[config.mk]
export PLATFORM = sky130hd
export DESIGN_NAME = ifetch_unit_flat
export DESIGN_NICKNAME = d
export VERILOG_FILES = /design/src/rtl/ifetch_unit_if.sv /design/src/rtl/ifetch_unit.sv /design/src/flat_wrapper.sv
export SDC_FILE = /design/constraint.sdc
export NUM_CORES = 1
export LEC_CHECK = 0
export CAP_MARGIN = 20
export CORE_MARGIN = 2
export CORE_UTILIZATION = 50
export DETAILED_ROUTE_END_ITERATION = 8
export PLACE_DENSITY = 0.86
export SYNTH_ARGS = -nofsm -noshare
export SYNTH_HDL_FRONTEND = slang
export SYNTH_SLANG_ARGS = --single-unit
[constraint.sdc]
create_clock -name clk -period 5.4 [get_ports clk]
set_input_delay 0.54 -clock clk [delete_from_list [all_inputs] [get_ports clk]]
set_output_delay 0.54 -clock clk [all_outputs]
set_load 0.05 [all_outputs]
[src/rtl/ifetch_unit_if.sv]
// Instruction-fetch bundle: memory request/response port plus the decode-side FIFO head.
// master = fetch unit, slave = memory/decode environment.
interface ifetch_unit_if #(
  parameter int unsigned NBITS = 32
);
  logic             iproc_req;
  logic             imem_rdy;
  logic [NBITS-1:0] iaddr;
  logic [NBITS-1:0] idata;
  logic             ivalid;
  logic             if_valid;
  logic [NBITS-1:0] if_instr;
  logic [NBITS-1:0] if_pc;
  logic             id_ready;

  modport master (
    output iproc_req, iaddr, if_valid, if_instr, if_pc,
    input  imem_rdy, idata, ivalid, id_ready
  );

  modport slave (
    input  iproc_req, iaddr, if_valid, if_instr, if_pc,
    output imem_rdy, idata, ivalid, id_ready
  );
endinterface

[src/rtl/ifetch_unit.sv]
// Instruction fetch stage: one outstanding memory request, credit-limited by a small
// PC/instruction FIFO feeding decode; redirects flush the FIFO and drop in-flight responses.
module ifetch_unit #(
  parameter int unsigned      NBITS      = 32,
  parameter int unsigned      FIFO_DEPTH = 2,
  parameter logic [NBITS-1:0] RESET_PC   = '0
) (
  input  logic             clk,
  input  logic             rstn,
  ifetch_unit_if.master    bus,
  input  logic             redirect,
  input  logic [NBITS-1:0] redirect_pc
);

  localparam int unsigned PtrW = $clog2(FIFO_DEPTH);
  localparam int unsigned CntW = PtrW + 1;
  localparam logic [CntW-1:0] Depth = CntW'(FIFO_DEPTH);

  localparam logic [1:0] HOLD = 2'd0;
  localparam logic [1:0] REQ  = 2'd1;
  localparam logic [1:0] WAIT = 2'd2;

  logic [1:0]       state_q, state_d;
  logic [NBITS-1:0] fetch_pc_q, fetch_pc_d;
  logic [NBITS-1:0] req_pc_q, req_pc_d;
  logic             discard_q, discard_d;

  logic [NBITS-1:0] instr_mem_q [FIFO_DEPTH];
  logic [NBITS-1:0] pc_mem_q    [FIFO_DEPTH];
  logic [PtrW-1:0]  wr_ptr_q, rd_ptr_q;
  logic [CntW-1:0]  count_q;

  logic accept, resp, push, pop;
  logic unused_pc_lsbs;

  assign unused_pc_lsbs = ^redirect_pc[1:0];

  assign accept = (state_q == REQ) && bus.imem_rdy;
  assign resp   = (state_q == WAIT) && bus.ivalid;
  assign push   = resp && !discard_q && !redirect;
  assign pop    = (count_q != '0) && bus.id_ready && !redirect;

  assign bus.iproc_req = (state_q == REQ);
  assign bus.iaddr     = fetch_pc_q;
  assign bus.if_valid  = (count_q != '0);
  assign bus.if_instr  = instr_mem_q[rd_ptr_q];
  assign bus.if_pc     = pc_mem_q[rd_ptr_q];

  // Credit uses registered occupancy only; an outstanding request is implied by WAIT.
  always_comb begin
    state_d    = state_q;
    fetch_pc_d = fetch_pc_q;
    req_pc_d   = req_pc_q;
    discard_d  = discard_q;
    case (state_q)
      HOLD: if (count_q < Depth) state_d = REQ;
      REQ: begin
        if (accept) begin
          req_pc_d   = fetch_pc_q;
          fetch_pc_d = fetch_pc_q + NBITS'(4);
          state_d    = WAIT;
        end
      end
      WAIT: begin
        if (bus.ivalid) begin
          discard_d = 1'b0;
          state_d   = ((count_q + CntW'(push)) < Depth) ? REQ : HOLD;
        end
      end
      default: state_d = HOLD;
    endcase

    if (redirect) begin
      fetch_pc_d = {redirect_pc[NBITS-1:2], 2'b00};
      // A request still owed a response must have that response dropped.
      if (accept || ((state_q == WAIT) && !bus.ivalid)) begin
        state_d   = WAIT;
        discard_d = 1'b1;
      end else begin
        state_d   = HOLD;
        discard_d = 1'b0;
      end
    end
  end

  always_ff @(posedge clk or negedge rstn) begin
    if (!rstn) begin
      state_q    <= HOLD;
      fetch_pc_q <= RESET_PC;
      req_pc_q   <= RESET_PC;
      discard_q  <= 1'b0;
    end else begin
      state_q    <= state_d;
      fetch_pc_q <= fetch_pc_d;
      req_pc_q   <= req_pc_d;
      discard_q  <= discard_d;
    end
  end

  always_ff @(posedge clk or negedge rstn) begin
    if (!rstn) begin
      for (int i = 0; i < FIFO_DEPTH; i++) begin
        instr_mem_q[i] <= '0;
        pc_mem_q[i]    <= '0;
      end
      wr_ptr_q <= '0;
      rd_ptr_q <= '0;
      count_q  <= '0;
    end else if (redirect) begin
      wr_ptr_q <= '0;
      rd_ptr_q <= '0;
      count_q  <= '0;
    end else begin
      if (push) begin
        instr_mem_q[wr_ptr_q] <= bus.idata;
        pc_mem_q[wr_ptr_q]    <= req_pc_q;
        wr_ptr_q              <= wr_ptr_q + PtrW'(1);
      end
      if (pop) rd_ptr_q <= rd_ptr_q + PtrW'(1);
      case ({push, pop})
        2'b10:   count_q <= count_q + CntW'(1);
        2'b01:   count_q <= count_q - CntW'(1);
        default: count_q <= count_q;
      endcase
    end
  end

endmodule

[src/flat_wrapper.sv]
// flat-port wrapper written by rule: the top's interface ports become plain ports
module ifetch_unit_flat 
#(
  parameter int unsigned      NBITS      = 32,
  parameter int unsigned      FIFO_DEPTH = 2,
  parameter logic [NBITS-1:0] RESET_PC   = '0
)
  (clk, rstn, redirect, redirect_pc, bus_iproc_req, bus_iaddr, bus_if_valid, bus_if_instr, bus_if_pc, bus_imem_rdy, bus_idata, bus_ivalid, bus_id_ready);
  ifetch_unit_if #(.NBITS(NBITS)) bus_i ();
  input  logic clk;
  input  logic rstn;
  input  logic redirect;
  input  logic [NBITS-1:0] redirect_pc;
  output wire logic [$bits(bus_i.iproc_req)-1:0] bus_iproc_req;
  output wire logic [$bits(bus_i.iaddr)-1:0] bus_iaddr;
  output wire logic [$bits(bus_i.if_valid)-1:0] bus_if_valid;
  output wire logic [$bits(bus_i.if_instr)-1:0] bus_if_instr;
  output wire logic [$bits(bus_i.if_pc)-1:0] bus_if_pc;
  input wire logic [$bits(bus_i.imem_rdy)-1:0] bus_imem_rdy;
  input wire logic [$bits(bus_i.idata)-1:0] bus_idata;
  input wire logic [$bits(bus_i.ivalid)-1:0] bus_ivalid;
  input wire logic [$bits(bus_i.id_ready)-1:0] bus_id_ready;
  assign bus_iproc_req = bus_i.iproc_req;
  assign bus_iaddr = bus_i.iaddr;
  assign bus_if_valid = bus_i.if_valid;
  assign bus_if_instr = bus_i.if_instr;
  assign bus_if_pc = bus_i.if_pc;
  assign bus_i.imem_rdy = bus_imem_rdy;
  assign bus_i.idata = bus_idata;
  assign bus_i.ivalid = bus_ivalid;
  assign bus_i.id_ready = bus_id_ready;
  ifetch_unit #(.NBITS(NBITS), .FIFO_DEPTH(FIFO_DEPTH), .RESET_PC(RESET_PC)) u_core (.clk(clk), .rstn(rstn), .bus(bus_i), .redirect(redirect), .redirect_pc(redirect_pc));
endmodule
Word-level counts from Yosys, hierarchy flattened
Index checks and enable logic that the tools add are counted.
Storage, ports and cells
  latch bits: 0
  output and inout port bits: 98
  memory bits (writable): 0
  register bits: 199
  memories: 0
  word-level logic and storage cells: 88
  input port bits: 70
  ROM bits: 0
Operators by class
  bitwise operators: 3
  multiplexer cells: 30
  $mul: 0
  equality and inequality tests: 7
  divide/modulo/power cells: 0
  reductions and logical operators: 26
  shifts and indexed selects: 0
  order comparisons: 5
  $add $sub $neg: 6
Operators by type and width (count)
  32-bit two-way mux: 10
  64-bit bitwise mux: 2
  32-bit by 3-bit adder with 32-bit output (second input constant): 1
  32-bit demux with 1-bit select: 1
  2-bit nonzero test: 7
  2-bit two-way mux: 6
  1-bit two-way mux: 9
  1-bit logical AND: 8
  2-bit AND reduction: 4
  3-bit by 2-bit != test with 1-bit output (second input constant): 2
  2-bit one-hot mux with 3 select lines: 1
  2-bit by 1-bit equality test with 1-bit output (second input constant): 2
  2-bit equality test (second input constant): 2
  2-bit >= comparator (second input constant): 2
  2-bit < comparator (second input constant): 2
  1-bit NOT with 2-bit output: 2
  2-bit one-hot mux with 2 select lines: 1
  1-bit logical NOT: 3
  3-bit != test (second input constant): 1
  3-bit AND reduction: 1
  3-bit nonzero test: 1
  1-bit adder (second input constant): 2
  2-bit by 1-bit adder with 2-bit output: 1
  2-bit by 1-bit adder with 2-bit output (second input constant): 1
  5 further kinds: 5

Depth between registers and ports, before layout
Gate-level depths: netlist of the first run.
  depth in word-level cells: 10
  mapped depth: 6
  mapped depth without buffers: 5

Worst setup path before layout of the first run
OpenSTA, ideal clock, no wires.
  path type: register -> register
  start: register u_core.fetch_pc_q[5] (netlist: u_core.bus.iaddr[5])
  end: register u_core.fetch_pc_q[31] (netlist: u_core.bus.iaddr[31])
  setup time: 0.082 ns
  stages on the path, launching flop included: 6
  data required time: 5.318 ns
  data arrival time: 2.268 ns
  slack: 3.050 ns
  period minus slack after synthesis: 2.350 ns
  path buffers: 1
  path through: dfrtp_1 nand4_1 or4_1 clkbuf_2 or4_1 a31oi_1
Between the ends
  cells in the longest elaborated chain, start to end: 4
RTL lines
  from (decl): RTL line ifetch_unit.sv:24  | logic [NBITS-1:0] fetch_pc_q, fetch_pc_d;
  from (signal assigned): RTL line ifetch_unit.sv:94  | fetch_pc_q <= fetch_pc_d;
  32-bit by 3-bit adder with 32-bit output: RTL line ifetch_unit.sv:60  | fetch_pc_d = fetch_pc_q + NBITS'(4);
  32-bit two-way mux: RTL line ifetch_unit.sv:58  | if (accept) begin
  32-bit two-way mux: RTL line ifetch_unit.sv:55  | case (state_q)
  32-bit two-way mux: RTL line ifetch_unit.sv:73  | if (redirect) begin
No other way between the ends. The select of a mux whose other input is x is not followed.
A chain may end at the register's enable or synchronous reset.

Final worst setup path of the first run
  start: register u_core.rd_ptr_q
  end: output port bus_if_pc[18]
Between the ends
  cells in the longest elaborated chain, start to end: 4
RTL lines
  from (decl): RTL line ifetch_unit.sv:30  | logic [PtrW-1:0] wr_ptr_q, rd_ptr_q;
  from (signal assigned): RTL line ifetch_unit.sv:119  | if (pop) rd_ptr_q <= rd_ptr_q + PtrW'(1);
  1-bit NOT with 2-bit output (not written as such): RTL line ifetch_unit.sv:47  | assign bus.if_pc = pc_mem_q[rd_ptr_q];
  32-bit two-way mux (not written as such) (3 in a row): RTL line ifetch_unit.sv:47
  to (decl): RTL line flat_wrapper.sv:18  | output wire logic [$bits(bus_i.if_pc)-1:0] bus_if_pc;
No other way between the ends. The select of a mux whose other input is x is not followed.

==> results of run 1 <==
==> metrics by stage <==
| step | instances | worst slack (ns) | total power [mW] | utilization [%] | hold WS [ns] |
|---|---|---|---|---|---|
| after floorplan | 648 | 3.050 | 3.267 | - | 0.2444 |
| after global placement | 995 | 2.044 | 3.881 | 62.17 | 0.4807 |
| after detailed placement | 995 | 2.055 | 3.922 | 62.17 | 0.4852 |
| after CTS | 1027 | 1.983 | 5.259 | 65.97 | 0.2472 |
| after global routing | 1027 | 1.918 | 5.426 | 65.97 | 0.2688 |
| final | 1027 | 2.030 | 5.213 | 65.97 | 0.1956 |
==> state kept, by name, summed over array words and instances (netlist names), 2 cells and up <==
register	flops
u_core.req_pc_q	30
u_core.pc_mem_q	60
u_core.count_q	2
u_core.bus.iaddr	30
u_core.instr_mem_q	64
u_core.state_q	2
==> cells in the mapped netlist <==
cell        n
mux2_2    213
dfrtp_1   191
nand2_1    31
clkbuf_1   29
nor2_1     24
o21ai_0    20
a31oi_1    17
or4_1      15
o31ai_1    14
nand3_1    13
nand4_1    11
xor2_1      8
buf_2       7
xnor2_1     7
and4_1      6
buf_4       4
nor2b_1     4
inv_1       3
nor4_1      3
and3_1      2
mux2i_1     2
nor3_1      2
or3_1       2
a211o_1     1
a211oi_1    1
a21oi_1     1
a311oi_1    1
and2_1      1
and4b_1     1
buf_1       1
clkbuf_2    1
conb_1      1
ha_1        1
inv_2       1
nand2b_1    1
nand4b_4    1
nor3b_1     1
nor4bb_1    1
o22ai_1     1
or2_2       1
==> worst max-delay path by stage <==
stage	start	to	slack (ns)	cells past startpoint
after floorplan	u_core.bus.iaddr[5]$_DFFE_PN0P_	u_core.bus.iaddr[31]$_DFFE_PN0P_	3.05	5
after global placement	redirect	u_core.instr_mem_q[42]$_DFFE_PN0P_	2.04	7
after detailed placement	redirect	u_core.instr_mem_q[40]$_DFFE_PN0P_	2.06	7
after CTS	u_core.rd_ptr_q$_DFFE_PN0P_	bus_if_pc[16]	1.98	3
after global routing	u_core.rd_ptr_q$_DFFE_PN0P_	bus_if_pc[14]	1.92	3
final	u_core.rd_ptr_q$_DFFE_PN0P_	bus_if_pc[18]	2.03	3
==> layout by cell type (no fill, tap or decap), types with 2 or more instances in the layout <==
master / n
mux2i_1: 2
nand4_1: 11
and4_1: 6
nor3_1: 2
nor2_1: 23
and3_1: 2
bufinv_16: 3
inv_1: 3
nand3_1: 12
dfrtp_1: 190
a31oi_1: 17
o21ai_0: 20
clkbuf_16: 17
xnor2_1: 7
o31ai_1: 14
mux2_2: 213
clkdlybuf4s50_1: 160
nor2b_1: 4
buf_4: 8
or3_1: 2
clkinvlp_4: 3
nand2_1: 31
or4_1: 15
conb_1: 4
nor4_1: 3
inv_6: 2
clkinv_4: 2
xor2_1: 8
clkbuf_8: 5
==> worst register-to-register path, stage by stage, from the launching register on <==
cell and delay, ns:
dfrtp_1 0.47, nor4bb_1 0.30, buf_4 0.21, nand2_1 0.10, nor2_4 0.48, buf_4 0.46
mux2_2 0.39
==> area by class of cell <==
type	instances	area, um2
fill	1235	5663
sequential	191	4781
multi-input combinational	411	3600
timing repair buffer	169	1675
clock buffer	21	480.5
tap	220	275.3
clock inverter	11	152.6
inverter	4	15.01
==> power by group <==
part           leakage, nW  switching [mW]  internal (mW)
registers             2.45           0.201           1.75
clock network        0.302           0.538          0.783
logic                 2.04            1.15          0.796
total                 4.79            1.89           3.33
==> layer usage <==
| metal | global-route usage, % | vias up |
|---|---|---|
| li1 | - | 2664 |
| met1 | 27.21 | 2888 |
| met2 | 34.83 | 171 |
| met3 | 4.279 | 24 |
| met4 | 6.901 | 0 |
| met5 | 0 | - |
==> kinds of logic (layout without fill, tap and decap cells) <==
| kind of cell | Yosys count | count (layout) | synth area share (%) |
|---|---|---|---|
| flops | 191 | 191 | 55.93 |
| xor+xnor | 15 | 15 | 1.537 |
| fa+ha+maj | 1 | 1 | 0.1464 |
| compound gates | 56 | 56 | 4.070 |
| mux | 215 | 215 | 28.30 |
| simple gates | 120 | 120 | 7.658 |
| other cells | 1 | 4 | 0.04388 |
| buf+inv | 46 | 205 | 2.313 |
==> impl_metrics.py, run 1 <==
metrics = {
    "place": {
        "placed_area_mm2": 0.01035,
        "gp_congestion": 0.8051,
        "portBuffers": 161,
        "dp_hpwl_um": 12020,
    },
    "status": {
        "outcome": "completed",
    },
    "clock_tree": {
        "cts_max_path_buffers": 2,
        "clkLatencyLatePin_ns": 0.42,
        "cts_resized": 0,
        "path_clk_slew_ns": 0.07,
        "htreeDepth": 4,
        "cts_buffers": 17,
        "cts_hold_buf": 0,
        "post_cts_buffers": 0,
        "cts_tree": "built",
        "cts_sinks": 191,
        "clock-root-buffer": "clkbuf_16",
    },
    "timing": {
        "hold_violations": 0,
        "rsz0062_at_grt": "no",
        "finalCritPeriodShare_pct": 62.41,
        "relSlewSlack_pct": 34.22,
        "slew_viol_final": 0,
        "clock_skew_ns": 0.007205,
        "fin_setup_tns_ns": 0,
        "setup_viol": 0,
        "tightest_slew_ns": 0.9867,
        "final.min_clock_period_ns": 3.370,
        "fmax_mhz": 296.7,
    },
    "cells_and_area": {
        "syn2layout_area_growth_pct": 28.48,
        "stdcell_area_mm2": 0.01098,
        "fin_nets": 865,
        "drive_gt1_share_pct": 32.22,
        "insertedDiodeCount": 0,
    },
    "logic_synthesis": {
        "synth_seq_area_share_pct": 55.93,
        "synthTopCellsByArea": "dfrtp_1, mux2_2, nand2_1, or4_1, clkbuf_1",
        "synth.distinct_cells": 40,
        "syn_avg_cell_area_um2": 13.25,
        "synth_top_area_share_pct": 55.93,
        "syn-instance-count": 645,
        "yosysWarnings": 0,
        "syn_area_mm2": 0.008546,
        "synth_top_area_cell": "dfrtp_1",
        "synth_seq_cells": 191,
    },
    "run": {
        "drv_cap": 0,
    },
    "worst_setup_path": {
        "crit_path_top_delay_cell": "clkdlybuf4s50_1",
        "cp_max_fo": 54,
        "regToRegEndpoint": "u_core.instr_mem_q[40]$_DFFE_PN0P_",
        "reg2regPathDepth": 6,
        "reg2reg_setup_slack_ns": 2.87,
        "critPathBufInv": 2,
        "cp_cell_sequence": "buf_4 -> mux2_2 -> clkdlybuf4s50_1",
        "crit_family": "buffers and inverters",
        "setup.worst_path.end_class": "output port",
        "worstSetupPathType": "reg2out",
        "arrival_ns": 2.83,
        "startpoint_type": "flip-flop",
        "max_stage_delay_ns": 0.73,
        "r2r_start": "u_core.state_q[1]$_DFFE_PN0P_",
        "critPathRequiredTime_ns": 4.86,
    },
    "worst_hold_path": {
        "hold_path_class": "in2async",
    },
    "detailed_routing": {
        "drt-met1-wl_um": 8239,
        "post_drt_wl_per_cell_um": 18.01,
        "wl_met3_um": 971,
        "dr.max_layer_used": "met4",
        "wl_um": 18490,
        "vias": 5747,
        "firstDrtPassIters": 4,
        "wl_met2_um": 8975,
        "ant_nets": 0,
        "via_per_inst": 5.596,
        "drtIter0Drc": 263,
        "drc_errors": 0,
    },
    "global_route": {
        "grt_start_max_net_pins": 104,
        "grt_first_pass_wirelength_um": 29720,
        "grtUsageTotal_pct": 20.80,
        "grt_pass1_vias": 5791,
        "grt_overflow": 0,
        "antenna_found_initial": 0,
    },
    "power_and_ir_drop": {
        "p_leak_nw": 4.793,
        "power_density_mw_per_mm2": 474.8,
        "peakVddDrop_mv": 0.2641,
    },
    "floorplan": {
        "die_x_um": 134.7,
        "initial_core_util_pct": 51.35,
        "io_pins": 168,
        "chipHeight_um": 134.7,
        "fp.coreArea_mm2": 0.01664,
        "rows": 47,
        "die_area_mm2": 0.01815,
    },
}
Note: power is estimated with default switching activity, not from simulation.
==> run 2, diff against run 1 <==
CORE_UTILIZATION = 47   (was 50)
PLACE_DENSITY = 0.85   (was 0.86)
clock period = 3 ns   (was 5.4 ns; I/O delays follow)
==> impl_metrics.py, run 2 (synthesized netlist as in run 1, its figures left out) <==
metrics = {
    "clock_tree": {
        "cts_sinks": 191,
        "clock-root-buffer": "clkbuf_16",
        "cts_max_path_buffers": 2,
        "clkLatencyLatePin_ns": 0.43,
        "htreeDepth": 4,
        "cts_tree": "built",
        "post_cts_buffers": 0,
        "path_clk_slew_ns": 0.08,
        "cts_buffers": 17,
    },
    "timing": {
        "fin_ws_ns": 0.1649,
        "setup_viol": 0,
        "fin_setup_tns_ns": 0,
        "slew_viol_final": 0,
        "relSlewSlack_pct": 38.34,
        "tightest_slew_ns": 0.9250,
        "rsz0062_at_grt": "no",
        "hold_violations": 0,
        "final.min_clock_period_ns": 2.835,
        "clock_skew_ns": 0.01199,
        "fmax_mhz": 352.7,
        "finalCritPeriodShare_pct": 94.50,
    },
    "global_route": {
        "grt_overflow": 0,
        "grt_pass1_vias": 5894,
        "grt_start_max_net_pins": 78,
        "grt_first_pass_wirelength_um": 30680,
        "antenna_found_initial": 0,
        "grtUsageTotal_pct": 19.92,
    },
    "floorplan": {
        "io_pins": 168,
        "die_area_mm2": 0.01928,
        "rows": 49,
        "die_x_um": 138.8,
        "initial_core_util_pct": 47.74,
        "fp.coreArea_mm2": 0.01790,
        "chipHeight_um": 138.8,
    },
    "worst_setup_path": {
        "cp_max_fo": 27,
        "arrival_ns": 2.54,
        "startpoint_type": "flip-flop",
        "setup.worst_path.end_class": "output port",
        "critPathRequiredTime_ns": 2.70,
        "worstSetupPathType": "reg2out",
    },
    "cells_and_area": {
        "syn2layout_area_growth_pct": 29.27,
        "drive_gt1_share_pct": 32.51,
        "reg.largest.list": "u_core.instr_mem_q x64, u_core.pc_mem_q x60",
        "largest_reg_flops": 64,
        "mostFrequentLayoutCells": "mux2_2, dfrtp_1, clkdlybuf4s50_1, nand2_1, nor2_1",
        "insertedDiodeCount": 0,
        "ff_latch_area_mm2": 0.004781,
        "stdcell_area_mm2": 0.01105,
        "multi_input_area_mm2": 0.003600,
        "utilization_pct": 61.71,
        "fin_nets": 870,
        "final_common_cell": "mux2_2",
        "fin_cells": 1041,
        "fillerInstances": 1396,
        "regMostFlops": "u_core.instr_mem_q",
    },
    "detailed_routing": {
        "vias": 5730,
        "firstDrtPassIters": 4,
        "dr.max_layer_used": "met4",
        "ant_nets": 0,
        "drtIter0Drc": 307,
        "wl_um": 18680,
        "wl_met3_um": 952,
        "via_per_inst": 5.504,
        "drc_errors": 0,
        "drt-met1-wl_um": 8429,
        "post_drt_wl_per_cell_um": 17.94,
        "wl_met2_um": 9125,
    },
    "power_and_ir_drop": {
        "power_frac_comb_pct": 37.9,
        "p_int_mw": 5.708,
        "peakVddDrop_mv": 0.4732,
        "power_density_mw_per_mm2": 837.5,
        "p_sw_mw": 3.544,
        "clockPowerShare_pct": 24.1,
        "p_leak_nw": 4.818,
        "switching_share_pct": 38.31,
        "power_frac_seq_pct": 38.0,
    },
    "place": {
        "dp_cells": 1008,
        "preCtsSetupSlack_ns": 0.3082,
        "portBuffers": 161,
        "placed_area_mm2": 0.01044,
        "dp_hpwl_um": 12340,
        "gp_congestion": 0.7733,
    },
    "status": {
        "outcome": "completed",
    },
    "run": {
        "drv_cap": 0,
    },
    "worst_hold_path": {
        "hold_path_class": "in2reg",
    },
}
==> run 2: cell count changes in the layout (fill, tap and decap cells not counted), sizes merged <==
cell and delta:
clkinvlp -3, clkinv +5, clkbuf -4, bufinv -3
buf +4, inv +5, dlygate4sd3 +1
==> run 2: cell type report <==
class / instances / area share, %
clock inverters: 15 / 1.574
multi-input cells: 411 / 32.59
inverters: 4 / 0.1359
repair buffers: 174 / 15.98
flip-flops and latches: 191 / 43.28
clock buffers: 17 / 3.851
well taps: 229 / 2.594
==> run 2: timing repair <==
item	4_1_cts	5_1_grt
endpoints found under the hold margin	74	0
resized for setup	0	0
hold buffers	1	0
==> run 2: layer usage <==
layer | GRT usage [%] | up-vias
met5 | 0 | -
met2 | 32.82 | 150
met1 | 26.84 | 2909
li1 | - | 2657
met4 | 4.413 | 0
met3 | 5.145 | 14
==> run 2: path summary, 6_finish.rpt <==
kind / to / start / slack [ns] / depth (start not counted)
max in group asynchronous: u_core.instr_mem_q[61]$_DFFE_PN0P_ / rstn / 1.59 / 3
min reg2reg: u_core.instr_mem_q[22]$_DFFE_PN0P_ / u_core.instr_mem_q[22]$_DFFE_PN0P_ / 0.50 / 1
min in group asynchronous: u_core.instr_mem_q[34]$_DFFE_PN0P_ / rstn / 0.45 / 2
min: u_core.bus.iaddr[3]$_DFFE_PN0P_ / redirect_pc[3] / 0.42 / 3
max reg2reg: u_core.bus.iaddr[31]$_DFFE_PN0P_ / u_core.bus.iaddr[5]$_DFFE_PN0P_ / 0.54 / 4
max: bus_if_pc[14] / u_core.rd_ptr_q$_DFFE_PN0P_ / 0.16 / 3
==> run 2: critical path, cell delays in order, from the launching register on <==
cell             delay [ns]
dfrtp_2                0.68
buf_12                 0.27
mux2_2                 0.37
clkdlybuf4s50_1        0.75
==> run 2: power groups by stage <==
stage / registers (mW) / logic (mW) / clock network [mW]
6_report: 3.52 / 3.51 / 2.23
2_1_floorplan: 3.56 / 2.32 / 0
3_5_place_dp: 3.56 / 3.53 / 0
3_3_place_gp: 3.52 / 3.48 / 0
4_1_cts: 3.52 / 3.54 / 2.29
5_1_grt: 3.60 / 3.67 / 2.40
==> run 2: per-stage QoR <==
step | hold slack [ns] | power [mW]
floorplan | 0.004409 | 5.881
global placement | 0.3652 | 7.003
detailed placement | 0.3733 | 7.090
CTS | 0.4111 | 9.348
global route | 0.4142 | 9.672
finish | 0.4249 | 9.252
